<file path="src/rtl/fpu_mac_sequencer.sv">
// Sequencing controller for a 3x3 column-sliding filter MAC array.
// It accepts a strip of columns, keeps a 3-column window and holds the taps for the strip.
// It tracks the fixed MAC latency and buffers results in a fall-through output FIFO.
module fpu_mac_sequencer #(
  parameter int unsigned COL_WIDTH   = 10,
  parameter int unsigned MAC_LATENCY = 2,
  parameter int unsigned OUT_DEPTH   = 4,
  parameter int unsigned WIDTH_BITS  = 10
) (
  input  logic                          clk,
  input  logic                          rst_n,
  input  logic                          start_i,
  input  logic [WIDTH_BITS-1:0]         img_width_i,
  input  logic [8:0][7:0]               filter_in_i,
  input  logic [COL_WIDTH-1:0][7:0]     col_in_i,
  input  logic                          col_valid_i,
  output logic                          col_ready_o,
  output logic [COL_WIDTH-1:0][7:0]     col0_o,
  output logic [COL_WIDTH-1:0][7:0]     col1_o,
  output logic [COL_WIDTH-1:0][7:0]     col2_o,
  output logic [8:0][7:0]               filter_o,
  input  logic [COL_WIDTH-3:0][7:0]     mac_result_i,
  output logic [COL_WIDTH-3:0][7:0]     out_pixels_o,
  output logic                          out_valid_o,
  input  logic                          out_ready_i,
  output logic                          busy_o,
  output logic                          done_o
);

  localparam int unsigned PtrW  = (OUT_DEPTH > 1) ? $clog2(OUT_DEPTH) : 1;
  localparam int unsigned CntW  = $clog2(OUT_DEPTH + 1);
  localparam int unsigned InflW = $clog2(MAC_LATENCY + 1);

  typedef enum logic [2:0] {StIdle, StFill, StRun, StDrain, StDone} state_e;
  typedef logic [COL_WIDTH-1:0][7:0] col_t;
  typedef logic [COL_WIDTH-3:0][7:0] res_t;

  state_e                 state_q, state_d;
  logic [WIDTH_BITS-1:0]  width_q, width_d;
  logic [8:0][7:0]        filter_q, filter_d;
  col_t                   col0_q, col1_q, col2_q;
  col_t                   col0_d, col1_d, col2_d;
  logic [WIDTH_BITS-1:0]  cols_in_q, cols_in_d;
  logic [WIDTH_BITS-1:0]  cols_out_q, cols_out_d;
  logic [MAC_LATENCY-1:0] pipe_q, pipe_d;
  res_t                   fifo_mem_q [OUT_DEPTH];
  logic [PtrW-1:0]        wptr_q, wptr_d, rptr_q, rptr_d;
  logic [CntW-1:0]        cnt_q, cnt_d;

  logic             start_acc, accept, launch, push, pop, credit_ok;
  logic [InflW-1:0] inflight;

  assign start_acc = (state_q == StIdle) && start_i;
  assign accept    = col_valid_i && col_ready_o;
  // The third fill accept and every run accept complete a window worth computing.
  assign launch    = accept && ((state_q == StRun) || (cols_in_q == WIDTH_BITS'(2)));
  assign push      = pipe_q[MAC_LATENCY-1];
  assign pop       = (cnt_q != '0) && out_ready_i;
  // Reserve a FIFO slot for every operation still in the MAC pipe.
  assign credit_ok = (32'(cnt_q) + 32'(inflight)) < OUT_DEPTH;

  // Count operations currently travelling through the MAC array.
  always_comb begin
    inflight = '0;
    for (int i = 0; i < MAC_LATENCY; i++) begin
      inflight = inflight + InflW'(pipe_q[i]);
    end
  end

  // State register.
  always_ff @(posedge clk or negedge rst_n) begin
    if (!rst_n) begin
      state_q <= StIdle;
    end else begin
      state_q <= state_d;
    end
  end

  // Next-state logic.
  always_comb begin
    state_d = state_q;
    unique case (state_q)
      StIdle: begin
        if (start_i) begin
          state_d = (img_width_i < WIDTH_BITS'(3)) ? StDone : StFill;
        end
      end
      StFill: begin
        if (accept && (cols_in_q == WIDTH_BITS'(2))) begin
          state_d = StRun;
        end
      end
      StRun: begin
        if (cols_in_d == width_q) begin
          state_d = StDrain;
        end
      end
      StDrain: begin
        if ((cols_out_q == width_q - WIDTH_BITS'(2)) && (pipe_q == '0) && (cnt_q == '0)) begin
          state_d = StDone;
        end
      end
      StDone:  state_d = StIdle;
      default: state_d = StIdle;
    endcase
  end

  // State-decoded outputs.
  always_comb begin
    col_ready_o = 1'b0;
    done_o      = 1'b0;
    busy_o      = (state_q != StIdle);
    unique case (state_q)
      StFill:  col_ready_o = 1'b1;
      StRun:   col_ready_o = credit_ok && (cols_in_q < width_q);
      StDone:  done_o = 1'b1;
      default: ;
    endcase
  end

  // Strip parameters, window, counters, launch pipe and FIFO pointers next state.
  always_comb begin
    width_d    = width_q;
    filter_d   = filter_q;
    col0_d     = col0_q;
    col1_d     = col1_q;
    col2_d     = col2_q;
    cols_in_d  = cols_in_q;
    cols_out_d = cols_out_q;
    wptr_d     = wptr_q;
    rptr_d     = rptr_q;
    cnt_d      = cnt_q;
    pipe_d     = MAC_LATENCY'({pipe_q, launch});
    if (start_acc) begin
      width_d    = img_width_i;
      filter_d   = filter_in_i;
      cols_in_d  = '0;
      cols_out_d = '0;
    end
    if (accept) begin
      col0_d    = col1_q;
      col1_d    = col2_q;
      col2_d    = col_in_i;
      cols_in_d = cols_in_q + WIDTH_BITS'(1);
    end
    if (pop) begin
      cols_out_d = cols_out_q + WIDTH_BITS'(1);
      rptr_d     = (rptr_q == PtrW'(OUT_DEPTH - 1)) ? '0 : rptr_q + PtrW'(1);
    end
    if (push) begin
      wptr_d = (wptr_q == PtrW'(OUT_DEPTH - 1)) ? '0 : wptr_q + PtrW'(1);
    end
    if (push && !pop) begin
      cnt_d = cnt_q + CntW'(1);
    end else if (!push && pop) begin
      cnt_d = cnt_q - CntW'(1);
    end
  end

  // Datapath and control registers; reset discards any partial strip.
  always_ff @(posedge clk or negedge rst_n) begin
    if (!rst_n) begin
      width_q    <= '0;
      filter_q   <= '0;
      col0_q     <= '0;
      col1_q     <= '0;
      col2_q     <= '0;
      cols_in_q  <= '0;
      cols_out_q <= '0;
      pipe_q     <= '0;
      wptr_q     <= '0;
      rptr_q     <= '0;
      cnt_q      <= '0;
    end else begin
      width_q    <= width_d;
      filter_q   <= filter_d;
      col0_q     <= col0_d;
      col1_q     <= col1_d;
      col2_q     <= col2_d;
      cols_in_q  <= cols_in_d;
      cols_out_q <= cols_out_d;
      pipe_q     <= pipe_d;
      wptr_q     <= wptr_d;
      rptr_q     <= rptr_d;
      cnt_q      <= cnt_d;
    end
  end

  // FIFO storage; occupancy lives in cnt_q, so the array itself needs no reset.
  always_ff @(posedge clk) begin
    if (push) begin
      fifo_mem_q[wptr_q] <= mac_result_i;
    end
  end

  assign out_valid_o  = (cnt_q != '0);
  assign out_pixels_o = fifo_mem_q[rptr_q];
  assign col0_o       = col0_q;
  assign col1_o       = col1_q;
  assign col2_o       = col2_q;
  assign filter_o     = filter_q;

  // The credit check on col_ready must keep the FIFO from ever overflowing.
  fifo_no_overflow: assert property (@(posedge clk) disable iff (!rst_n)
    !(push && !pop && (cnt_q == CntW'(OUT_DEPTH))));

endmodule

</file>
<file path="config.mk">
export PLATFORM = sky130hd
export DESIGN_NAME = fpu_mac_sequencer
export DESIGN_NICKNAME = d
export VERILOG_FILES = /design/src/rtl/fpu_mac_sequencer.sv
export SDC_FILE = /design/constraint.sdc
export NUM_CORES = 1
export LEC_CHECK = 0
export ABC_AREA = 1
export CAP_MARGIN = 20
export CORE_AREA = 2 2 240 242
export CTS_BUF_LIST = sky130_fd_sc_hd__clkbuf_2
export DETAILED_ROUTE_END_ITERATION = 6
export DIE_AREA = 0 0 242 244
export GPL_TIMING_DRIVEN = 0
export PLACE_DENSITY = 0.79
export SETUP_SLACK_MARGIN = 0.02
export SYNTH_ARGS = -nofsm -noshare
export SYNTH_HDL_FRONTEND = slang
export SYNTH_SLANG_ARGS = --single-unit
</file>
<file path="constraint.sdc">
create_clock -name clk -period 2.85 [get_ports clk]
set_input_delay 0.57 -clock clk [delete_from_list [all_inputs] [get_ports clk]]
set_output_delay 0.57 -clock clk [all_outputs]
set_load 0.01 [all_outputs]
</file>
**Word level (Yosys, flattened, before mapping)**

Memories as Yosys holds them, arrays and structs flattened.
Cells that the tools add are included.
W data, S select, Z words.

- Reductions and logical operators: 21
- Order comparisons: 3
- Eq/ne operators: 13
- $add $sub $neg: 9
- Multiplexer cells: 18

Operators by type and width:

| operator | count |
|---|---|
| $mux W10 | 4 |
| $mux W3 | 7 |
| $add A10 B1 Y10 const B | 2 |
| $eq A10 B10 Y1 | 2 |
| $pmux W3 S4 | 1 |
| $eq A10 B2 Y1 const B | 1 |
| $logic_and A1 B1 Y1 | 10 |
| $lt A10 B10 Y1 | 1 |
| $lt A10 B2 Y1 const B | 1 |
| $sub A10 B2 Y10 const B | 1 |
| $eq A3 B2 Y1 const B | 2 |
| $logic_not A3 Y1 | 2 |
| $ne A2 B2 Y1 const B | 3 |
| $reduce_bool A3 Y1 | 2 |
| $add A2 B1 Y2 const B | 2 |
| $add A3 B2 Y4 | 1 |
| $eq A2 B2 Y1 const B | 2 |
| $lt A4 B3 Y1 const B | 1 |
| $mux W2 | 2 |
| $reduce_and A4 Y1 | 1 |
| $reduce_bool A2 Y1 | 2 |
| $add A3 B1 Y3 const B | 1 |
| $eq A3 B1 Y1 const B | 1 |
| $eq A3 B3 Y1 const B | 1 |
| 8 further kinds | 11 |

- Input bits: 231
- RAM bits: 256
- Memories: 1
- Output and inout bits: 380
- Bits in registers: 354
- Word-level logic and storage cells: 112

Memory list:

| name | depth | width | read ports | clocked after Yosys merged registers in | write ports | line | source |
|---|---|---|---|---|---|---|---|
| fifo_mem_q | 4 | 64 | 1 | 0 | 1 | 46 | `res_t fifo_mem_q [OUT_DEPTH];` |

**Longest topological paths before layout**

- Depth after elaboration: 10
- Gate-level depth with buffers: 22
- Gate-level depth less buffers: 22

**Worst setup path before layout**

OpenSTA, ideal clock, no wires.

- Path kind: flip-flop to flip-flop
- Start point: register wptr_q[0]
- End point: memory fifo_mem_q[2][0] (netlist bit), enable pin
- Required time: 2432 ps
- Library setup time: 418 ps
- Data arrival time: 1916 ps
- Slack: 516 ps
- Stages on the path, launching flop included: 5
- Path buffers: 0
- Cells stage by stage: dfrtp_1 > inv_1 > ha_1 > nand2_1 > inv_1

RTL lines:

| what | line | source |
|---|---|---|
| from (decl) | 47 | `logic [PtrW-1:0] wptr_q, wptr_d, rptr_q, rptr_d;` |
| from (signal assigned) | 183 | `wptr_q <= wptr_d;` |
| to (decl) | 46 |  |

No word-level cell before the write port.

==> summary.json <==
{
  "outcome": "finished, violations left",
  "failing_checks": "negative setup slack",
  "peakVddDrop_mv": 0.5716,
  "final_core_util": 0.6303,
  "asyncSetResetFlopFracSynth": 0.5803,
  "detail_route.iter0.violations": 2086,
  "max_freq_mhz": 285.1,
  "core-area_um2": 56170,
  "p_per_area_nw_per_um2": 1025,
  "critPathRequiredTime_ps": 2280,
  "min_period_ps": 3508,
  "slew_violations": 0,
  "die_height_um": 244,
  "layout-drive-gt1-share": 0.1677,
  "postRouteAntennaNets": 0,
  "wl_per_cell_um": 20.55,
  "fraction_of_the_yosys_area_taken_by_sequential_cells": 0.6924,
  "grt_pass1_wl_um": 128200,
  "worst_tran_pin_value_ps": 965.9,
  "die_width_um": 242,
  "p_leak_uw": 0.01669,
  "maxCapViolCount": 0,
  "timing.final.hold_violations": 0,
  "hpwlAfterDp_um": 55570,
  "cp.arrival_ps": 2940,
  "place.detailed.instances": 3672,
  "placement.cell_area_um2": 31140,
  "fin_skew_ps": 98.90,
  "relSlewSlack": 0.3561,
  "vias": 21730,
  "rsz_0062_raised_after_global_routing": "yes",
  "initial_core_util": 0.4255,
  "synthesis.instances": 2300,
  "grt_antenna_before_repair": 9,
  "tightest_hold_check_type": "primary input to flip-flop",
  "synth_nets": 2552,
  "wl_um": 86710,
  "fin_total_pwr_uw": 36270,
  "layoutNonFillerInstCount": 4219,
  "fillCellCount": 4257,
  "clock_tree.root_cell": "sky130_fd_sc_hd__clkbuf_2",
  "critPathMaxFanout": 10,
  "cts-htree-levels": 4,
  "clkTransAtPathRegs_ps": 90,
  "timing_worst_setup_path_type": "flip-flop to output port",
  "top_level_ports": 611,
  "tritoncts.num_buffers": 153,
  "worstSkewPairLatency_ps": 1350,
  "synthFlopType": "sky130_fd_sc_hd__dfrtp_1",
  "rows": 87,
  "synthesis.area_um2": 23900,
  "gp_congestion": 0.9410,
  "detailedRoute.firstPassIterationCount": 6,
  "number_of_global_route_vias_before_repair": 21719,
  "gr-total-overflow": 0,
  "mostFrequentLayoutCell": "sky130_fd_sc_hd__nand2_1",
  "area_delta_synth_final_pct": 48.15,
  "route.detailed.drc": 0,
  "track_usage": 0.2861,
  "min_period_over_period": 1.231,
  "place.port_buffers": 609,
  "mostFrequentLayoutCells": "sky130_fd_sc_hd__nand2_1, sky130_fd_sc_hd__dfrtp_1, sky130_fd_sc_hd__dlygate4sd2_1",
  "final_cell_area_um2": 35400,
  "final.setup.worst_slack_ps": -658.1,
  "post_drt_via_cell_ratio": 5.151,
  "end_kind": "output port",
  "count_of_flip_flops_with_a_built_in_enable_after_synthesis": 256,
  "start_kind": "flip-flop",
  "cts_buffer_depth": 3,
  "synth.yosys.warnings": 0,
  "die-area_um2": 59050,
  "syn_avg_cell_area_um2": 10.39,
  "yosysUniqueCellTypes": 36,
  "setup_viol": 65,
  "final_net_count": 3604,
  "largest_net_degree_at_the_start_of_global_routing": 120,
  "tritoncts": "built",
  "synthesis_stage_register_bit_count": 610,
  "numClockSinks": 610
}
==> worst max-delay path, cell delays in order (launching register included) <==
cell and delay [ps]:
sky130_fd_sc_hd__dfrtp_2 450, sky130_fd_sc_hd__clkbuf_16 190, sky130_fd_sc_hd__clkinvlp_4 180, sky130_fd_sc_hd__clkbuf_16 230, sky130_fd_sc_hd__clkbuf_16 180, sky130_fd_sc_hd__o21ai_1 170, sky130_fd_sc_hd__o22ai_1 110, sky130_fd_sc_hd__buf_2 150
==> routing by layer <==
metal	track usage	share of wire	up-vias
li1	-	-	9748
met1	0.3501	0.38	10476
met2	0.4594	0.48	1210
met3	0.07309	0.081	286
met4	0.1723	0.059	10
met5	0	0.00065	-
==> timing repair <==
action	4_1_cts	5_1_grt
gates cloned	2	2
endpoints found under the setup margin	529	253
pin swaps	29	21
resized for setup	775	138
buffers inserted	39	10
endpoints found under the hold margin	576	0
hold buffers	230	0
==> sequential cells by signal (all words and copies together), names as in the netlist, 3 cells and up <==
name,flops
cols_in_q,10
col2_o,80
cols_out_q,10
filter_o,72
col0_o,80
width_q,10
col1_o,80
state_q,3
cnt_q,3
fifo_mem_q,256
==> metrics by stage <==
| step | hold slack, ps | worst slack, ps | TNS [ps] |
|---|---|---|---|
| finish | 151.7 | -658.1 | -37430 |
| CTS | 3.831 | -681.5 | -42790 |
| global route | 90.09 | -824.9 | -49070 |
| floorplan | 274.4 | 516.0 | 0 |
| detailed placement | 410.3 | -660.5 | -69730 |
| global placement | 402.0 | -14810 | -5391120 |
==> power breakdown <==
group | switching, uW | internal, uW
Clock | 3750 | 2130
Sequential | 1850 | 11600
Combinational | 10200 | 6760
==> cell usage after synthesis (7+ instances only) <==
cell type | number | area, um^2
sky130_fd_sc_hd__nand2_2 | 8 | 50.05
sky130_fd_sc_hd__clkbuf_1 | 78 | 292.8
sky130_fd_sc_hd__o22ai_1 | 66 | 412.9
sky130_fd_sc_hd__dfrtp_1 | 354 | 8859
sky130_fd_sc_hd__o21ai_0 | 242 | 1211
sky130_fd_sc_hd__nor3_1 | 10 | 50.05
sky130_fd_sc_hd__nand3_1 | 34 | 170.2
sky130_fd_sc_hd__ha_1 | 20 | 250.2
sky130_fd_sc_hd__nand2_1 | 874 | 3281
sky130_fd_sc_hd__buf_2 | 37 | 185.2
sky130_fd_sc_hd__edfxtp_1 | 256 | 7687
sky130_fd_sc_hd__inv_1 | 105 | 394.1
sky130_fd_sc_hd__a21oi_1 | 8 | 40.04
sky130_fd_sc_hd__nor2_1 | 159 | 596.8
sky130_fd_sc_hd__xor2_1 | 15 | 131.4
sky130_fd_sc_hd__xnor2_1 | 7 | 61.31
==> worst paths after layout <==
check	start	end	slack (ps)	cells past startpoint
max	rptr_q[0]	out_pixels_o[46]	-660	7
min	img_width_i[1]	width_q[1]	150	3
max reg2reg	width_q[7]	col2_o[13]	170	15
min reg2reg	pipe_q[0]	pipe_q[1]	430	0
max in group asynchronous	rst_n	col1_o[79]	920	6
min in group asynchronous	rst_n	filter_o[31]	370	4
==> final cells by class <==
cell class / instances / area [um^2] / share of cell area
Antenna cell: 4 / 10.01 / 0.0002827
Buffer: 118 / 848.3 / 0.02396
Clock buffer: 206 / 1031 / 0.02912
Clock inverter: 56 / 317.8 / 0.008977
Inverter: 107 / 420.4 / 0.01187
Multi-Input combinational cell: 1465 / 6903 / 0.1950
Sequential cell: 610 / 16560 / 0.4678
Tap cell: 756 / 945.9 / 0.02672
Timing Repair Buffer: 897 / 8367 / 0.2363
==> cell families after synthesis <==
logic type / Yosys count / share of synthesized area
buffers and inverters: 225 / 0.03775
AOI/OAI and AO/OA: 326 / 0.07335
muxes: 1 / 0.0004189
and+or+nand+nor: 1095 / 0.1768
adders and majority gates: 21 / 0.01131
xor gates and xnor gates: 22 / 0.008063
DFF: 610 / 0.6924
Power figures use the tool's default switching activity.
